## src/rtl/lut_cfg_shift.sv

```systemverilog
// K-input LUT whose 2^K-bit table is shifted in serially (MSB first) into a shadow
// register and committed atomically. Optional readback ports under LUT_CFG_READBACK_EN.
module lut_cfg_shift #(
  parameter int               K    = 3,
  parameter logic [(1<<K)-1:0] INIT = '0
) (
  input  logic                clk,
  input  logic                reset,
  input  logic                cfg_start,
  input  logic                cfg_valid,
  input  logic                cfg_bit,
  input  logic                cfg_abort,
  output logic                cfg_busy,
  output logic                cfg_done,
`ifdef LUT_CFG_READBACK_EN
  output logic [(1<<K)-1:0]   cfg_rdata,
  output logic [K-1:0]        cfg_count,
`endif
  input  logic                lu_en,
  input  logic [K-1:0]        addr,
  output logic                z,
  output logic                z_valid
);
  localparam int N = 1 << K;
  localparam logic [K-1:0] LAST = K'(N - 1);

  typedef enum logic {IDLE, LOAD} state_e;

  state_e         state_q, state_d;
  logic [N-1:0]   active_q, active_d;
  logic [N-1:0]   shadow_q, shadow_d;
  logic [K-1:0]   count_q, count_d;
  logic           done_q, done_d;
  logic           z_q, z_d;
  logic           zv_q, zv_d;

  always_ff @(posedge clk) begin
    if (reset) begin
      state_q  <= IDLE;
      active_q <= INIT;
      shadow_q <= '0;
      count_q  <= '0;
      done_q   <= 1'b0;
      z_q      <= 1'b0;
      zv_q     <= 1'b0;
    end else begin
      state_q  <= state_d;
      active_q <= active_d;
      shadow_q <= shadow_d;
      count_q  <= count_d;
      done_q   <= done_d;
      z_q      <= z_d;
      zv_q     <= zv_d;
    end
  end

  always_comb begin
    state_d  = state_q;
    active_d = active_q;
    shadow_d = shadow_q;
    count_d  = count_q;
    done_d   = 1'b0;
    case (state_q)
      IDLE: begin
        if (cfg_start) begin
          state_d = LOAD;
          count_d = '0;
        end
      end
      LOAD: begin
        // Abort takes precedence over a same-cycle final bit
        if (cfg_abort) begin
          state_d = IDLE;
        end else if (cfg_valid) begin
          shadow_d = {shadow_q[N-2:0], cfg_bit};
          count_d  = count_q + 1'b1;
          if (count_q == LAST) begin
            active_d = shadow_d;
            state_d  = IDLE;
            done_d   = 1'b1;
          end
        end
      end
      default: state_d = IDLE;
    endcase
  end

  // Lookup reads active_q, so a commit-cycle lookup sees the old table
  always_comb begin
    z_d  = z_q;
    zv_d = lu_en;
    if (lu_en) z_d = active_q[addr];
  end

  assign cfg_busy = (state_q == LOAD);
  assign cfg_done = done_q;
  assign z        = z_q;
  assign z_valid  = zv_q;

`ifdef LUT_CFG_READBACK_EN
  assign cfg_rdata = active_q;
  assign cfg_count = count_q;
`endif

endmodule

```

## config.mk

```make
export PLATFORM = sky130hd
export DESIGN_NAME = lut_cfg_shift
export DESIGN_NICKNAME = d
export VERILOG_FILES = /design/src/rtl/lut_cfg_shift.sv
export SDC_FILE = /design/constraint.sdc
export NUM_CORES = 1
export LEC_CHECK = 0
export CAP_MARGIN = 10
export CORE_MARGIN = 4
export CORE_UTILIZATION = 58
export CTS_BUF_LIST = sky130_fd_sc_hd__clkbuf_4 sky130_fd_sc_hd__clkbuf_8
export CTS_CLUSTER_DIAMETER = 80
export DETAILED_ROUTE_END_ITERATION = 12
export PLACE_DENSITY_LB_ADDON = 0.2
export SLEW_MARGIN = 20
export SYNTH_ARGS = -nofsm -noshare
export SYNTH_HDL_FRONTEND = slang
export SYNTH_SLANG_ARGS = --single-unit
```

## constraint.sdc

```tcl
create_clock -name clk -period 2.9 [get_ports clk]
set_clock_uncertainty 0.05 [all_clocks]
set_input_delay 0.58 -clock clk [delete_from_list [all_inputs] [get_ports clk]]
set_output_delay 0.58 -clock clk [all_outputs]
set_load 0.03 [all_outputs]
```

==> summary.md <==
| Metric | Value |
|---|---|
| Worst-margin pin slew | `just under 0.8 ns` |
| CP Launch Type | `flop` |
| Clock buffer depth | `2` |
| Seq/Total Area, Yosys | `0.502` |
| Netlist Area Pre-Place | `between 800 and 900 um2` |
| Dominant cell type by area after synthesis | `dfxtp_1` |
| Commonest cells after routing, fill and taps aside | `nand2_1, dfxtp_1, a21oi_1, clkdlybuf4s50_1, mux2i_1` |
| Max-slew violations | `0` |
| Die Span Y | `roughly 47 um` |
| Vias in the first global route | `between 600 and 700` |
| CP Capture Type | `primary output` |
| DIE AREA | `~2200 um2` |
| Synth Area per Inst | `a little under 9 um2` |
| Setup_tns | `0 ns` |
| RSZ-0062 raised after global routing | `no` |
| Tot GR Track Use | `0.179` |
| Largest net degree at the start of global routing | `23` |
| Commonest non-fill, non-tap cell in the layout | `nand2_1` |
| Pwr dens | `495 nW/um2` |
| Final setup margin | `roughly 0.83 ns` |
| Antenna Nets Post-Route | `0` |
| Post-CTS setup repair buffer count | `0` |
| Number of diodes | `0` |
| Via-to-Cell Ratio | `5.56` |
| Chip width | `approximately 47 um` |
| Clock latency at the later pin of the worst-skew pair | `around 0.30 ns` |
| Syn Nets | `between 100 and 150` |
| CP Class | `flop to primary output` |
| Max H-tree Level | `1` |
| Num ports | `14` |
| Synth Register Bits | `22` |
| Peak supply drop | `just under 0.4 mV` |
| Crit path max-delay family | `buffers and inverters` |
| First-pass GRT wire length | `2670 um` |
| XOR/XNOR share of the synthesized area | `0` |
| Yosys cell types | `19` |
| CP max FO | `7` |
| Switching share of power | `0.214` |
| Endpoints failing setup | `0` |
| Hold-fix buffers at CTS | `0` |
| Detailed Routing Iterations Pass 1 | `5` |
| Post-synthesis mux area share | `0.0713` |
| Initial antenna violation count | `0` |
| Number of synthesis warnings | `0` |
| Slowest cell on crit path | `clkdlybuf4s50_1` |
| Part of the power in registers | `0.602` |
| GP Congestion | `around 0.75` |
| CTS tree | `done` |
| Root buffer cell | `clkbuf_4` |
| Port bufs | `13` |
| NumNets Final | `between 100 and 150` |
| Reg2reg end | `active_q[1]$_SDFFE_PP0P_` |
| Post-CTS Resized | `0` |
| Clock share of power | `0.320` |
| Hold depth | `2` |
| Final Hold Fails | `0` |
| Final period util | `0.714` |
| Crit path buf inv count | `1` |
| DRC errors left | `0` |
| Core Region | `1370 um2` |
| Synthesized instance count | `about 100` |
| CTS sink cnt | `22` |
| R2R Path Start | `count_q[0]$_SDFFE_PP0P_` |
| Crit-path cells | `clkdlybuf4s50_1` |
| Total CTS buffers | `3` |
| Worst slack at placement | `0.780 ns` |
| Hold Crit Start | `active_q[0]$_SDFFE_PP0P_` |
| Congestion Overflow GR | `0` |
| Clk pin slew, worst setup/hold paths | `around 0.12 ns` |
| DP HPWL | `between 1000 and 1500 um` |
| WL final | `around 1600 um` |
| Initial DRC count | `10` |
| Psw | `~0.11 mW` |
| CP Data Required Time | `2.27 ns` |
| Initial Util | `0.642` |
| Area grow syn2layout | `17.7%` |
| Max-capacitance violation count | `0` |
| Relative max-transition margin | `0.478` |
| Combinational Power Share | `0.078` |
| Filler cell count | `between 100 and 150` |
| Slowest stage delay, CP | `0.70 ns` |
| Post-synth top area share | `0.502` |
| Pint | `0.402 mW` |
| Worst R2R Path Depth | `5` |
| Main combinational cell family by area after synthesis | `simple AND/OR/NAND/NOR gates` |
| Area contributors post-synth | `dfxtp_1, nand2_1, a21oi_1, mux2i_1, ha_1` |
| Post-Synth Simple-Gate Area | `0.233` |
| Via count | `706` |
| Status | `complete, no violations` |
| Levels on crit path | `1` |
| Worst R2R Setup Slack | `~1.5 ns` |
| Lkg Pwr | `0.361 nW` |
| HP Class | `flop to flop` |
| Num rows | `13` |
| Peak Freq | `between 400 and 500 MHz` |
| Routed WL per cell | `approximately 12 um` |
| Adder-Cell Fraction of Synth Area | `0.0285` |
| Compound-Gate Fraction of Synth Area | `0.127` |
| CP arrival | `1.44 ns` |
| Hold Crit Endpoint | `active_q[0]$_SDFFE_PP0P_` |
| Tmin final | `2.07 ns` |
| Share of layout cells above drive strength 1 | `0.0536` |
-- state kept, by name (all words and copies together) (netlist names) --
register	cells
cfg_busy	1
z	1
count_q	3
active_q	8
shadow_q	7
z_valid	1
cfg_done	1
-- metrics by stage --
step	hold slack [ns]	instances	area, um2	total power [mW]	util
final	0.420	127	1030	0.511	0.755
after global routing	0.443	127	1030	0.540	0.755
after CTS	0.422	127	1030	0.515	0.755
after detailed placement	0.406	123	996	0.355	0.729
after global placement	0.395	123	996	0.354	0.729
after floorplan	0.382	101	877	0.335	-
-- worst max path at each step --
stage / endpoint / start / slack [ns]
floorplan: z$_SDFFE_PP0P_ / addr[0] / 1.32
global placement: z$_SDFFE_PP0P_ / addr[0] / 0.82
detailed placement: z$_SDFFE_PP0P_ / addr[0] / 0.78
CTS: cfg_busy / cfg_busy$_SDFF_PP0_ / 0.82
global route: cfg_busy / cfg_busy$_SDFF_PP0_ / 0.77
finish: cfg_busy / cfg_busy$_SDFF_PP0_ / 0.83
-- final cells by class --
| cell class | count | area [um2] | share of cell area |
|---|---|---|---|
| clock buffers | 4 | 36.3 | 0.0352 |
| inverters | 1 | 3.75 | 0.00364 |
| multi-input cells | 72 | 403 | 0.390 |
| flip-flops and latches | 22 | 440 | 0.427 |
| well taps | 15 | 18.8 | 0.0182 |
| repair buffers | 13 | 130 | 0.126 |
-- synthesized netlist by cell type, drive strengths merged --
library cell,count
mux4,1
dfxtp,22
nand2,31
o32ai,1
nor2b,1
nor2,3
and4b,1
nand2b,2
nand3b,2
clkbuf,5
nand4b,1
and3b,1
ha,2
a211oi,1
buf,1
nand3,3
a21oi,18
mux2i,4
inv,1
-- kinds of logic (layout without fill, tap and decap cells) --
| kind of cell | Yosys count | in the layout |
|---|---|---|
| AOI/OAI and AO/OA | 20 | 20 |
| adders and majority gates | 2 | 2 |
| buffers and inverters | 7 | 18 |
| DFF | 22 | 22 |
| muxes | 5 | 5 |
| and+or+nand+nor | 45 | 45 |
-- per-layer routing --
metal | share of wire | up-vias | track usage
met5 | 0 | - | 0
met4 | 0.025 | 0 | 0.133
met3 | 0.058 | 4 | 0.0383
met2 | 0.46 | 19 | 0.276
met1 | 0.46 | 319 | 0.217
li1 | - | 364 | -
-- power by group through the flow --
stage | Sequential, mW | Clock (mW) | Combinational, mW
floorplan | 0.319 | 0 | 0.0155
global placement | 0.314 | 0 | 0.0397
detailed placement | 0.315 | 0 | 0.0401
CTS | 0.308 | 0.167 | 0.0403
global route | 0.308 | 0.189 | 0.0428
finish | 0.308 | 0.164 | 0.0401
Power figures use the tool's default switching activity.
